`src/rtl/ctl_ammo_mag.sv`:
```
// rtl/ctl_ammo_mag.sv - magazine/reserve ammunition controller with timed reload and BCD HUD outputs
//
// Ports:
//   clk          system clock
//   rst_n        asynchronous active-low reset
//   reset_score  synchronous restart, same effect as reset
//   shot_fired   trigger level; a rising edge is one shot attempt
//   reload_req   level request for a manual reload
//   shot_ok      one-cycle pulse per accepted shot
//   reloading    high while the reload timer runs
//   no_ammo      magazine and reserve both empty
//   mag_bcd      {tens, units} of the magazine count
//   res_bcd      {tens, units} of the reserve count

module ctl_ammo_mag #(
    parameter int MAG_SIZE      = 16,
    parameter int RESERVE       = 48,
    parameter int RELOAD_CYCLES = 65_000_000,
    parameter int AUTO_RELOAD   = 1
) (
    input  logic       clk,
    input  logic       rst_n,
    input  logic       reset_score,
    input  logic       shot_fired,
    input  logic       reload_req,
    output logic       shot_ok,
    output logic       reloading,
    output logic       no_ammo,
    output logic [7:0] mag_bcd,
    output logic [7:0] res_bcd
);

    localparam int             TW       = $clog2(RELOAD_CYCLES + 1);
    localparam logic [6:0]     MAG_FULL = 7'(MAG_SIZE);
    localparam logic [6:0]     RES_INIT = 7'(RESERVE);
    localparam logic [TW-1:0]  T_LOAD   = TW'(RELOAD_CYCLES - 1);

    typedef enum logic [1:0] {
        ST_READY  = 2'd0,
        ST_RELOAD = 2'd1,
        ST_EMPTY  = 2'd2
    } state_e;

    state_e        state_q, state_d;
    logic [6:0]    mag_q, mag_d;
    logic [6:0]    res_q, res_d;
    logic [TW-1:0] timer_q, timer_d;
    logic          shot_last_q;
    logic          shot_ok_q, shot_ok_d;
    logic          reloading_q;
    logic          no_ammo_q;
    logic [7:0]    mag_bcd_q;
    logic [7:0]    res_bcd_q;

    logic          shot_edge;
    logic [6:0]    room;
    logic [6:0]    xfer;

    function automatic logic [7:0] to_bcd(input logic [6:0] v);
        return {4'(v / 7'd10), 4'(v % 7'd10)};
    endfunction

    assign shot_edge = shot_fired & ~shot_last_q;

    // Rounds moved on reload: limited by both free slots and what the reserve holds.
    assign room = MAG_FULL - mag_q;
    assign xfer = (room < res_q) ? room : res_q;

    always_comb begin
        state_d   = state_q;
        mag_d     = mag_q;
        res_d     = res_q;
        timer_d   = timer_q;
        shot_ok_d = 1'b0;
        case (state_q)
            ST_READY: begin
                if (shot_edge && (mag_q != 7'd0)) begin
                    mag_d     = mag_q - 7'd1;
                    shot_ok_d = 1'b1;
                    if (mag_q == 7'd1) begin
                        if (res_q == 7'd0) begin
                            state_d = ST_EMPTY;
                        end else if (AUTO_RELOAD != 0) begin
                            state_d = ST_RELOAD;
                            timer_d = T_LOAD;
                        end
                    end
                end else if (!shot_edge && reload_req && (mag_q < MAG_FULL) && (res_q != 7'd0)) begin
                    // A shot edge wins the cycle; a held request is taken up next cycle.
                    state_d = ST_RELOAD;
                    timer_d = T_LOAD;
                end
            end
            ST_RELOAD: begin
                if (timer_q == '0) begin
                    mag_d   = mag_q + xfer;
                    res_d   = res_q - xfer;
                    state_d = ST_READY;
                end else begin
                    timer_d = timer_q - 1'b1;
                end
            end
            ST_EMPTY: begin
                state_d = ST_EMPTY;
            end
            default: begin
                state_d = ST_READY;
            end
        endcase
    end

    always_ff @(posedge clk or negedge rst_n) begin
        if (!rst_n) begin
            state_q     <= ST_READY;
            mag_q       <= MAG_FULL;
            res_q       <= RES_INIT;
            timer_q     <= '0;
            shot_last_q <= 1'b0;
            shot_ok_q   <= 1'b0;
            reloading_q <= 1'b0;
            no_ammo_q   <= 1'b0;
            mag_bcd_q   <= 8'h00;
            res_bcd_q   <= 8'h00;
        end else if (reset_score) begin
            state_q     <= ST_READY;
            mag_q       <= MAG_FULL;
            res_q       <= RES_INIT;
            timer_q     <= '0;
            shot_last_q <= 1'b0;
            shot_ok_q   <= 1'b0;
            reloading_q <= 1'b0;
            no_ammo_q   <= 1'b0;
            mag_bcd_q   <= 8'h00;
            res_bcd_q   <= 8'h00;
        end else begin
            state_q     <= state_d;
            mag_q       <= mag_d;
            res_q       <= res_d;
            timer_q     <= timer_d;
            shot_last_q <= shot_fired;
            shot_ok_q   <= shot_ok_d;
            reloading_q <= (state_d == ST_RELOAD);
            no_ammo_q   <= (mag_d == 7'd0) && (res_d == 7'd0);
            // Digits trail the counters by one cycle.
            mag_bcd_q   <= to_bcd(mag_q);
            res_bcd_q   <= to_bcd(res_q);
        end
    end

    assign shot_ok   = shot_ok_q;
    assign reloading = reloading_q;
    assign no_ammo   = no_ammo_q;
    assign mag_bcd   = mag_bcd_q;
    assign res_bcd   = res_bcd_q;

endmodule
```
`config.mk`:
```
export PLATFORM = sky130hd
export DESIGN_NAME = ctl_ammo_mag
export DESIGN_NICKNAME = d
export VERILOG_FILES = /design/src/rtl/ctl_ammo_mag.sv
export SDC_FILE = /design/constraint.sdc
export NUM_CORES = 1
export LEC_CHECK = 0
export BUFFER_PORTS_ARGS = -buffer_cell sky130_fd_sc_hd__buf_2
export CAP_MARGIN = 20
export CORE_MARGIN = 3
export CORE_UTILIZATION = 60
export CTS_CLUSTER_SIZE = 20
export DETAILED_ROUTE_END_ITERATION = 7
export PLACE_DENSITY = 0.76
export SETUP_SLACK_MARGIN = 0.02
export SKIP_LAST_GASP = 1
export SLEW_MARGIN = 0
export SYNTH_ARGS = -nofsm -noshare
export SYNTH_HDL_FRONTEND = slang
export SYNTH_SLANG_ARGS = --single-unit
```
`constraint.sdc`:
```
create_clock -name clk -period 12.4 [get_ports clk]
set_input_delay 0.62 -clock clk [delete_from_list [all_inputs] [get_ports clk]]
set_output_delay 0.62 -clock clk [all_outputs]
set_load 0.005 [all_outputs]
```
==> impl_results.md <==
* Status: completed
* Worst endpoint required time at 12.65 ns
* # clock sinks at 62
* Fmax at 180 MHz
* CP max FO at 12
* Final Cell Area at 4850 sq um
* Startpoint Class: flip-flop
* Hold buffers post-CTS at 0
* Layout Cells excl Fill at 651
* Routability-driven placement congestion ratio at 0.855
* Syn_nets at 572
* Min-Delay Path Class: in -> async
* Slowest cell on crit path: or4_1
* CP Depth at 20
* Crit path max-delay family: simple AND/OR/NAND/NOR gates
* IO buf count at 23
* Number of diodes at 0
* Layout cells sized above 1 at 0.109
* H-tree Lvls at 3
* CTS root buffer: clkbuf_8
* GRT overflow at 0
* CP Capture Type: flip-flop
* Util after Layout at 0.665
* Post-route ant nets at 0
* CP cell instances: inv_1, ha_1, or3b_1, a211oi_1, or2_2, inv_1, ha_1, or4_1, a211o_1, nand2_1, a21o_1, inv_1, ha_1, nor2b_1, o31a_1, o21a_1, or3_1, a211oi_1, o221ai_1, nor4_2
* CTS tree: built
* Nets at 578
* GRT Util Overall at 0.250
* Worst-case reg-to-reg path depth at 20
* Seq/Total Area, Yosys at 0.343
* First-pass GRT wire length at 17500 um
* Resize count post-CTS at 0
* Die ar. at 8620 sq um
* Post-CTS setup buffer count at 0
* Clock buffer depth at 2
* Crit share post-route at 0.448
* Slew headroom at 0.411
* Skew final at 0.00854 ns
* Number of synthesized flops with an enable pin at 0
* Reg-to-reg endpoint: no_ammo$_DFF_PN0_
* Crit Path Category: reg -> reg
* Worst slew pin tran at 0.883 ns
* Leak at 2.13 nW
* Worst VDD drop at 0.137 mV
* Layout area overhead at 7.05%
* First-pass DRT Iterations at 4
* Asr flop ratio synth at 1.00
* Die X at 92.9 um
* Unrepaired setup endpoints after global routing: no
* CTS Buf Count at 9
* Clk slew on worst S/H paths at 0.07 ns
* Largest cells by area after synthesis: dfrtp_1 (33%), ha_1 (6.6%), nor2_1 (5.6%)
* Num rows at 31
* Clock latency on the worst-skew pair at 0.34 ns
* CP max stage delay at 0.51 ns
* Syn Inst Count at 541
* Top cell type's share of synthesized area at 0.326
* Wirelength per Cell at 16.1 um
* Minimum clock period after layout at 5.55 ns
* P per Cell Area at 281 nW/um^2
* Hpwl dp at 7260 um
* Finish-stage setup viols at 0
* Initial Util at 0.621
* Initial DRC Count at 243
* Worst EP arrival at 5.81 ns
* Via count at 4005
* Hold Violations, Final at 0
* Vias in the first global route at 3726
* Yosys top cell by area: dfrtp_1
* Slew Limit Fails at 0
* Largest net degree at the start of global routing at 63
* Core area at 7290 sq um
* Dpl cell area at 4660 sq um
* Initial antenna violation count at 0
* DRC Markers at 0
* Maxcap violations at 0
* R2r setup slk at 6.85 ns
* Ys flop type: dfrtp_1
* Vias per inst at 6.15
* Final Total Pwr at 0.00136 W
* Synth Warn # at 0
* Placed cells at 635
* Total Neg Setup Slack at 0 ns
* IO Pins at 24
* Syn Area/Cell at 8.37 sq um
* Crit path buffers/inverters at 3
* Mapped cell area at 4530 sq um
* Worst R2R Start: mag_q[1]$_DFF_PN0_
* Die H at 92.9 um
* Yosys cell types at 65
* Yosys reg bits at 62
* Routed WL at 10500 um
==> worst register-to-register path: cells and delay by family (launching register included) <==
| kind | cells | cell delay (ns) |
|---|---|---|
| DFF | 1 | 0.47 |
| adders and majority gates | 3 | 0.76 |
| and+or+nand+nor | 7 | 2.10 |
| AOI/OAI and AO/OA | 7 | 1.84 |
| buffers and inverters | 3 | 0.31 |
==> metrics by stage <==
step	setup slack, ns	hold WS (ns)
after floorplan	7.36	0.324
after CTS	6.88	0.466
after global placement	7.12	0.477
after global routing	6.51	0.495
final	6.85	0.433
after detailed placement	6.90	0.490
==> cells in the final DEF, fill, tap and decap left out, types with 5 or more instances in the layout <==
cell	count
a211oi_1	9
a21o_1	8
a21oi_1	44
a31oi_1	7
buf_2	23
clkbuf_8	9
dfrtp_1	59
ha_1	24
inv_1	27
nand2_1	47
nand3_1	7
nand4_1	10
nor2_1	67
nor2b_1	12
nor3_1	18
nor4_1	9
o21a_1	7
o21ai_0	30
o21ai_1	5
or3_1	7
or4_1	5
xnor2_1	24
xor2_1	9
==> worst max path at each step <==
stage / slack [ns] / startpoint / end
after floorplan: 7.36 / mag_q[1]$_DFF_PN0_ / no_ammo$_DFF_PN0_
final: 6.85 / mag_q[1]$_DFF_PN0_ / no_ammo$_DFF_PN0_
after global placement: 7.12 / mag_q[1]$_DFF_PN0_ / no_ammo$_DFF_PN0_
after global routing: 6.51 / mag_q[1]$_DFF_PN0_ / no_ammo$_DFF_PN0_
after detailed placement: 6.90 / mag_q[1]$_DFF_PN0_ / no_ammo$_DFF_PN0_
after CTS: 6.88 / mag_q[1]$_DFF_PN0_ / no_ammo$_DFF_PN0_
==> cell usage after synthesis, types with 7 or more instances <==
| cell type | count |
|---|---|
| nand2_1 | 47 |
| nand4_1 | 10 |
| clkbuf_1 | 22 |
| nor2_1 | 67 |
| o21a_1 | 7 |
| xor2_1 | 9 |
| a31oi_1 | 7 |
| nor3_1 | 18 |
| xnor2_1 | 24 |
| nor2b_1 | 12 |
| a21oi_1 | 44 |
| o21ai_0 | 30 |
| ha_1 | 24 |
| dfrtp_1 | 59 |
| nor4_1 | 9 |
| inv_1 | 27 |
| nand3_1 | 7 |
| a21o_1 | 8 |
| a211oi_1 | 9 |
| or3_1 | 7 |
==> layout make-up <==
type / count / area [sq um]
multi-input combinational: 422 / 2750
inverter: 28 / 105
clock buffer: 10 / 128
sequential: 62 / 1560
tap: 99 / 124
clock inverter: 6 / 62.6
fill: 634 / 2440
timing repair buffer: 24 / 123
==> per-layer routing <==
metal | vias up | share of wire | GRT usage
met4 | 0 | 0.013 | 0.0733
met1 | 1914 | 0.46 | 0.338
met3 | 12 | 0.055 | 0.0439
li1 | 1971 | - | -
met2 | 108 | 0.47 | 0.412
met5 | - | 0 | 0
==> sequential cells by signal (all words and copies together) (netlist names) <==
register / cells
mag_q: 7
state_q: 2
shot_ok: 1
no_ammo: 1
res_q: 7
timer_q: 26
res_bcd: 8
mag_bcd: 8
shot_last_q: 1
reloading: 1
==> cells by family after synthesis <==
logic type                 count (synthesis)  share of synthesized area
adders and majority gates                 26                     0.0752
and+or+nand+nor                          208                      0.242
AOI/OAI and AO/OA                        149                      0.212
xor gates and xnor gates                  33                     0.0638
muxes                                      6                     0.0144
buffers and inverters                     57                     0.0492
DFF                                       62                      0.343
==> where the power goes <==
part           switching (W)  total, W  internal (W)
Combinational       0.000476  0.000851      0.000375
Clock              0.0000828  0.000175     0.0000920
Sequential         0.0000798  0.000338      0.000258
Note: power is estimated with default switching activity, not from simulation.
